[src/rtl/pipe_pkg.sv]
// Shared constants and types for the reusable pipeline stage register.
// Control-bit indices follow the EX/MEM control field layout.
package pipe_pkg;

    localparam int DATA_W_DEF = 32;
    localparam int CTRL_W_DEF = 4;
    localparam int CNT_W_DEF  = 16;

    localparam int CTRL_MEMREAD  = 0;
    localparam int CTRL_MEMTOREG = 1;
    localparam int CTRL_MEMWRITE = 2;
    localparam int CTRL_REGWRITE = 3;

    // Field order matches the bit indices above (memread is the LSB).
    typedef struct packed {
        logic regwrite;
        logic memwrite;
        logic memtoreg;
        logic memread;
    } ex_mem_ctrl_t;

endpackage

[src/rtl/pipe_skid_buf.sv]
// One-entry skid buffer: holds an entry accepted while the output register is stalled.
// Used by pipe_stage_reg only when PIPE_STAGE_SKID_EN is defined.
module pipe_skid_buf #(
    parameter int DATA_W = 32,
    parameter int CTRL_W = 4
) (
    input  logic              clk_i,
    input  logic              rst_i,
    input  logic              clr_i,
    input  logic              load_i,
    input  logic              pop_i,
    input  logic [DATA_W-1:0] data_i,
    input  logic [CTRL_W-1:0] ctrl_i,
    output logic              valid_o,
    output logic [DATA_W-1:0] data_o,
    output logic [CTRL_W-1:0] ctrl_o
);

    logic              r_valid;
    logic [DATA_W-1:0] r_data;
    logic [CTRL_W-1:0] r_ctrl;

    // Clear wins over load so an entry accepted in a kill cycle is dropped.
    always_ff @(posedge clk_i or negedge rst_i) begin
        if (!rst_i) begin
            r_valid <= 1'b0;
            r_data  <= '0;
            r_ctrl  <= '0;
        end else if (clr_i) begin
            r_valid <= 1'b0;
            r_data  <= '0;
            r_ctrl  <= '0;
        end else if (load_i) begin
            r_valid <= 1'b1;
            r_data  <= data_i;
            r_ctrl  <= ctrl_i;
        end else if (pop_i) begin
            r_valid <= 1'b0;
        end
    end

    assign valid_o = r_valid;
    assign data_o  = r_data;
    assign ctrl_o  = r_ctrl;

endmodule

[src/rtl/pipe_stage_reg.sv]
// Reusable pipeline stage register with flush, start gate and saturating bubble counter.
// Define PIPE_STAGE_SKID_EN to add a one-entry skid buffer and a registered in_ready_o.
module pipe_stage_reg
    import pipe_pkg::*;
#(
    parameter int DATA_W = DATA_W_DEF,
    parameter int CTRL_W = CTRL_W_DEF,
    parameter int CNT_W  = CNT_W_DEF
) (
    input  logic              clk_i,
    input  logic              rst_i,
    input  logic              start_i,
    input  logic              flush_i,
    input  logic              in_valid_i,
    output logic              in_ready_o,
    input  logic [DATA_W-1:0] in_data_i,
    input  logic [CTRL_W-1:0] in_ctrl_i,
    output logic              out_valid_o,
    input  logic              out_ready_i,
    output logic [DATA_W-1:0] out_data_o,
    output logic [CTRL_W-1:0] out_ctrl_o,
    output logic [CNT_W-1:0]  bubble_cnt_o
);

    // Handshake: an entry moves across a port on a rising edge where valid and
    // ready are both high; valid never depends on ready, ready may depend on valid.
    logic              r_out_valid;
    logic [DATA_W-1:0] r_out_data;
    logic [CTRL_W-1:0] r_out_ctrl;
    logic [CNT_W-1:0]  r_bubble_cnt;

    logic              w_in_ready;
    logic              w_accept;
    logic              w_load;
    logic              w_src_valid;
    logic [DATA_W-1:0] w_src_data;
    logic [CTRL_W-1:0] w_src_ctrl;

    assign w_load   = !r_out_valid || out_ready_i;
    assign w_accept = in_valid_i && w_in_ready;

`ifdef PIPE_STAGE_SKID_EN
    logic              w_skid_valid;
    logic [DATA_W-1:0] w_skid_data;
    logic [CTRL_W-1:0] w_skid_ctrl;

    pipe_skid_buf #(
        .DATA_W (DATA_W),
        .CTRL_W (CTRL_W)
    ) u_skid (
        .clk_i   (clk_i),
        .rst_i   (rst_i),
        .clr_i   (!start_i || flush_i),
        .load_i  (w_accept && !w_load),
        .pop_i   (w_load && w_skid_valid),
        .data_i  (in_data_i),
        .ctrl_i  (in_ctrl_i),
        .valid_o (w_skid_valid),
        .data_o  (w_skid_data),
        .ctrl_o  (w_skid_ctrl)
    );

    // Ready depends only on the skid flag, so out_ready_i never reaches in_ready_o.
    assign w_in_ready  = rst_i && start_i && !w_skid_valid;
    assign w_src_valid = w_skid_valid || w_accept;
    assign w_src_data  = w_skid_valid ? w_skid_data : in_data_i;
    assign w_src_ctrl  = w_skid_valid ? w_skid_ctrl : in_ctrl_i;
`else
    assign w_in_ready  = rst_i && start_i && w_load;
    assign w_src_valid = w_accept;
    assign w_src_data  = in_data_i;
    assign w_src_ctrl  = in_ctrl_i;
`endif

    always_ff @(posedge clk_i or negedge rst_i) begin
        if (!rst_i) begin
            r_out_valid  <= 1'b0;
            r_out_data   <= '0;
            r_out_ctrl   <= '0;
            r_bubble_cnt <= '0;
        end else if (!start_i) begin
            r_out_valid  <= 1'b0;
            r_out_data   <= '0;
            r_out_ctrl   <= '0;
            r_bubble_cnt <= '0;
        end else begin
            if (!r_out_valid && (r_bubble_cnt != {CNT_W{1'b1}})) begin
                r_bubble_cnt <= r_bubble_cnt + CNT_W'(1);
            end
            if (flush_i) begin
                r_out_valid <= 1'b0;
                r_out_ctrl  <= '0;
            end else if (w_load) begin
                // A bubble keeps the old data but must never leak control bits.
                if (w_src_valid) begin
                    r_out_valid <= 1'b1;
                    r_out_data  <= w_src_data;
                    r_out_ctrl  <= w_src_ctrl;
                end else begin
                    r_out_valid <= 1'b0;
                    r_out_ctrl  <= '0;
                end
            end
        end
    end

    assign in_ready_o   = w_in_ready;
    assign out_valid_o  = r_out_valid;
    assign out_data_o   = r_out_data;
    assign out_ctrl_o   = r_out_ctrl;
    assign bubble_cnt_o = r_bubble_cnt;

endmodule

[config.mk]
export PLATFORM = sky130hd
export DESIGN_NAME = pipe_stage_reg
export DESIGN_NICKNAME = d
export VERILOG_FILES = /design/src/rtl/pipe_pkg.sv /design/src/rtl/pipe_skid_buf.sv /design/src/rtl/pipe_stage_reg.sv
export SDC_FILE = /design/constraint.sdc
export NUM_CORES = 1
export LEC_CHECK = 0
export CORE_ASPECT_RATIO = 0.8
export CORE_MARGIN = 4
export CORE_UTILIZATION = 47
export CTS_CLUSTER_DIAMETER = 120
export DETAILED_ROUTE_END_ITERATION = 7
export PLACE_DENSITY = 0.85
export SKIP_LAST_GASP = 1
export SLEW_MARGIN = 10
export SYNTH_ARGS = -nofsm -noshare
export SYNTH_HDL_FRONTEND = slang
export SYNTH_SLANG_ARGS = --single-unit
[constraint.sdc]
create_clock -name clk_i -period 2.7 [get_ports clk_i]
set_clock_uncertainty 0.2 [all_clocks]
set_input_delay 0.54 -clock clk_i [delete_from_list [all_inputs] [get_ports clk_i]]
set_output_delay 0.54 -clock clk_i [all_outputs]
set_load 0.01 [all_outputs]
; Yosys cells after proc, flatten, opt, wreduce, memory -nomap -nowiden
; Cells that the tools add are included.
[word_totals]
reg_bits = 53
input_bits = 42
out_inout_bits = 54
word_cells = 32
[classes]
addsub = 1
eq_ne = 6
muxes = 14
reduce_logical = 7
[ops]
columns = cell, n
row1 = $mux W32, 4
row2 = $mux W16, 2
row3 = $add A16 B1 Y16 const B, 1
row4 = $mux W4, 4
row5 = $ne A16 B16 Y1 const B, 1
row6 = $ne A2 B1 Y1 const B, 3
row7 = $logic_and A1 B1 Y1, 4
row8 = $mux W1, 4
row9 = $ne A3 B1 Y1 const B, 1
row10 = $reduce_and A3 Y1, 1
row11 = $ne A2 B2 Y1 const B, 1
row12 = $logic_not A1 Y1, 1
row13 = $logic_or A1 B1 Y1, 1

; Depth between registers and ports, before layout
; Gate-level depths: netlist of run 1.
[depth]
depth_word = 8
depth_mapped = 6
ltp_nobuf = 5

; Least setup slack after synthesis of run 1
; OpenSTA, ideal clock, no wires.
[synth_timing]
path_kind = input port to flip-flop
startpoint = input start_i
endpoint = register r_out_data[0] (netlist: out_data_o[0])
setup_ns = 0.079
t_arrival_ns = 1.697
required_ns = 2.421
setup_slack_ns = 0.724
cell_stages = 6
n_path_buf = 3
path_cell_list = buf_2 > and3_1 > and3b_1 > buf_2 > buf_2 > mux2i_1
[synth_between]
elab_chain_len = 5
word_cells_on_any_way = 8
classes_between = eq/ne: 3 / mux: 1 / reduce/logical: 4
[synth_rtl]
columns = element, line
row1 = "start, declared", pipe_stage_reg.sv:12  ; input logic start_i,
row2 = $logic_and A1 B1 Y1 (2 in series), pipe_stage_reg.sv:69  ; assign w_in_ready = rst_i && start_i && w_load;
row3 = named net in_ready_o, pipe_stage_reg.sv:15  ; output logic in_ready_o,
row4 = $logic_and A1 B1 Y1, pipe_stage_reg.sv:40  ; assign w_accept = in_valid_i && w_in_ready;
row5 = $ne A2 B1 Y1 (no line), -
row6 = $reduce_and A3 Y1 (no line), -
row7 = "end signal, assigned", pipe_stage_reg.sv:97  ; r_out_data <= w_src_data;
row8 = "end, declared", pipe_stage_reg.sv:28  ; logic [DATA_W-1:0] r_out_data;
; The timed path passes the listed nets, and every way through them passes these cells.
; A chain may end at the register's enable or synchronous reset.

; Final worst setup path of run 1
[layout_timing]
startpoint = input out_ready_i
endpoint = output in_ready_o
[layout_between]
elab_chain_len = 2
[layout_rtl]
columns = element, line
row1 = "start, declared", pipe_stage_reg.sv:19  ; input logic out_ready_i,
row2 = $logic_or A1 B1 Y1, pipe_stage_reg.sv:39  ; assign w_load = !r_out_valid || out_ready_i;
row3 = $logic_and A1 B1 Y1, pipe_stage_reg.sv:69
row4 = "end, declared", pipe_stage_reg.sv:15
; No other way between the ends.

==> results of run 1 <==
-- stage by stage --
step | power, mW | hold WS (ps)
finish | 1.53 | 161
detailed placement | 1.05 | 290
global placement | 1.05 | 288
floorplan | 0.913 | 44.4
CTS | 1.54 | 205
global route | 1.59 | 242
-- worst min path at each step --
| stage | startpoint | end | slack [ps] | cells after the start |
|---|---|---|---|---|
| 2_1_floorplan | rst_i | bubble_cnt_o[0] | 40 | 0 |
| 3_3_place_gp | out_ctrl_o[1] | out_ctrl_o[1] | 290 | 1 |
| 3_5_place_dp | out_ctrl_o[3] | out_ctrl_o[3] | 290 | 1 |
| 4_1_cts | rst_i | out_data_o[25] | 200 | 2 |
| 5_1_grt | rst_i | bubble_cnt_o[15] | 240 | 2 |
| 6_report | rst_i | bubble_cnt_o[15] | 160 | 2 |
-- synth_stat cells (3+ instances only) --
cell | instances | share of area
o31ai_1 | 4 | 0.012
dfrtp_1 | 53 | 0.53
o21ai_0 | 7 | 0.014
a21oi_1 | 9 | 0.018
nor2_1 | 3 | 0.0045
a31oi_1 | 4 | 0.010
buf_2 | 5 | 0.010
mux2i_1 | 32 | 0.13
nor3_1 | 4 | 0.0080
clkbuf_1 | 3 | 0.0045
a22o_1 | 4 | 0.014
nand2_1 | 38 | 0.057
inv_1 | 35 | 0.053
or4_1 | 5 | 0.015
nand4_1 | 5 | 0.013
-- registers in the layout, summed over array words and instances, names as in the netlist --
register / cells
out_valid_o: 1
out_data_o: 32
out_ctrl_o: 4
bubble_cnt_o: 16
-- power groups by stage --
| stage | clock network (mW) | logic (mW) | registers (mW) |
|---|---|---|---|
| after global placement | 0 | 0.201 | 0.846 |
| after CTS | 0.497 | 0.206 | 0.832 |
| after global routing | 0.527 | 0.222 | 0.836 |
| final | 0.490 | 0.203 | 0.832 |
| after floorplan | 0 | 0.0572 | 0.856 |
| after detailed placement | 0 | 0.206 | 0.847 |
-- metal layers --
metal | vias to the layer above | wire length, um
met4 | 0 | 110
met1 | 1039 | 2710
met3 | 11 | 528
met2 | 102 | 2980
li1 | 1021 | -
met5 | - | 0
-- final cells by class --
class | count | share of cell area
clock buffers | 7 | 0.0267
clock inverters | 1 | 0.00138
inverters | 35 | 0.0363
multi-input cells | 144 | 0.273
flip-flops and latches | 53 | 0.367
well taps | 62 | 0.0215
repair buffers | 101 | 0.274
-- logic make-up after synthesis --
logic type,after synthesis
fa+ha+maj,1
mux,32
compound gates,35
buf+inv,45
flops,53
simple gates,76
-- worst max-delay path: cells and delay by family --
| family | cells | cell delay, ps |
|---|---|---|
| simple gates | 2 | 360 |
| buf+inv | 2 | 1010 |
==> results.toml, run 1 <==
[sta]
worst_slew_margin_rel = 0.554
setup-violations-final = 0
final_period_utilization = 0.984
final_critical_path_setup_slack_ps = 42.4
totalNegativeSetupSlack_ps = 0
final.min_clock_period_ps = 2660
timing_hold_violations_final = 0
max_freq_mhz = 376
slew_violations = 0
timing_worst_slew_pin_value_ps = 670
setup_repair_after_global_routing_missed_its_margin = "no"

[finish]
mostFrequentLayoutCell = "clkdlybuf4s50_1"
layoutNonFillerInstCount = 403
final_core_utilization = 0.714
num-nets-final = 383
most_frequent_cells_in_the_layout = "clkdlybuf4s50_1, dfrtp_1, nand2_1"
flow.area_growth_from_synthesis_pct = 44.6
multi_input_comb_area_um2 = 987
antenna-diode-count = 0
drive_above_1_share = 0.0762
finish.instance_area_um2 = 3610
num-fill-cells = 393
seq_area_um2 = 1330

[grt]
global_route_track_usage_on_met3 = 0.0463
grt_first_pass_wirelength_mm = 10.2
met1_resource_use_gr = 0.278
antenna_violations_before_repair = 0
number_of_global_route_vias_before_repair = 2123
grt_usage = 0.202
globalRouteOverflowTotal = 0
top_usage_layer = "met2"
use_met2 = 0.311
grt_max_degree = 54

[cts]
clk_transition_reported_paths_ps = 90
post_cts_resized = 0
clkLatencyLatePin_ps = 310
cts.repair_timing.setup_buffer_count = 0
cts_root_buffer = "clkbuf_8"
cts.sink_count = 53
cts_max_level = 2
postCtsHoldBufs = 0
total_cts_buffers = 5
cts_tree = "built"
cts_buffer_depth = 2

[setup_path]
timing.critical_path.from = "out_ready_i"
cp_data_required_time_ps = 1960
critical-path-max-stage-delay_ps = 560
worst_r2r_path_depth = 4
crit_path_end_kind = "output port"
worstReg2RegStart = "bubble_cnt_o[7]"
critPathSlowestCell = "clkdlybuf4s50_1"
timing.critical_path.cells = "clkdlybuf4s50_1 -> nand2b_1 -> and3_1 -> clkdlybuf4s50_1"
critical_path_arrival_ps = 1920
path_max_fanout = 2
crit_path_frequent_cell = "clkdlybuf4s50_1"
critical_path_class = "in2out"
crit_path_end = "in_ready_o"
r2r_slack_ps = 630
worst_reg2reg_path_endpoint = "bubble_cnt_o[0]"
crit_path_start_kind = "input port"

[run]
reported_max_cap_violation_count = 0

[power]
total_leakage_power_nw = 1.59
irDropWorstVdd_mv = 0.243
clockPowerShare = 0.321
powerDensity_nw_per_um2 = 422
total_switching_power_uw = 361
seq_power_share = 0.545
pwr-share-comb = 0.133
internal_power_mw = 1.17
power.switching_fraction = 0.236

[route]
routed-via-count = 2173
route.detailed.drc = 0
drt-pass1-iter-count = 4
routedWlPerCell_um = 15.7
drt_first_iter_violations = 92
vias_per_cell = 5.39
post_detailed_routing_wire_length_mm = 6.34
ant_nets = 0

[synth]
synth_area_per_cell_um2 = 10.3
ys_dominant_reg_cell = "dfrtp_1"
simple_gate_area_share_of_the_yosys_netlist = 0.169
yosys_warnings = 0
synth_compound_area_frac = 0.0921
synth-xor-area-share = 0
synthesis.nets = 285
synth-seq-area-share = 0.531
syn-instance-count = 242
synth.lib_cells_used.distinct = 41
synth_fa_ha_area_frac = 0.00501
synth_top_family_by_area = "simple AND/OR/NAND/NOR gates"
synth.mux.area_fraction = 0.128
synth_async_sr_flop_share = 1.00
synth_enable_flop_cells = 0
ys_ff_latch = 53
syn_area_um2 = 2500

[run_status]
outcome = "complete, no violations"

[floorplanning]
boundaryPins = 96
floorplan.initialDensity = 0.494
floorplan.core_area_um2 = 5060
fp-row-count = 23
dieArea_um2 = 6560
die-height_um = 73.2
die_width_um = 89.5

[placed_design]
weighted_congestion_reported_at_the_end_of_routability_driven_placement = 0.808
dp.cells = 395
place.port_buffers = 95
placedInstanceArea_um2 = 3510
worst_setup_slack_after_placement_ps = 57.8
place_hpwl_mm = 4.59

[min_path]
worst_hold_path_type = "in2async"
(Power assumes the default switching activity.)
==> run 2, diff against run 1 <==
--- a/config.mk
+++ b/config.mk
@@ -12,7 +12,7 @@
 export DETAILED_ROUTE_END_ITERATION = 7
 export PLACE_DENSITY = 0.85
 export SKIP_LAST_GASP = 1
-export SLEW_MARGIN = 10
 export SYNTH_ARGS = -nofsm -noshare
 export SYNTH_HDL_FRONTEND = slang
 export SYNTH_SLANG_ARGS = --single-unit
+export TNS_END_PERCENT = 100
==> results of run 2 <==
Final layout, timing and power as in run 1 (identical DEF).
==> run 3, diff against run 2 <==
--- a/config.mk
+++ b/config.mk
@@ -5,6 +5,7 @@
 export SDC_FILE = /design/constraint.sdc
 export NUM_CORES = 1
 export LEC_CHECK = 0
+export CAP_MARGIN = 10
 export CORE_ASPECT_RATIO = 0.8
 export CORE_MARGIN = 4
 export CORE_UTILIZATION = 47
==> results of run 3 <==
Final layout, timing and power as in run 1 (identical DEF).
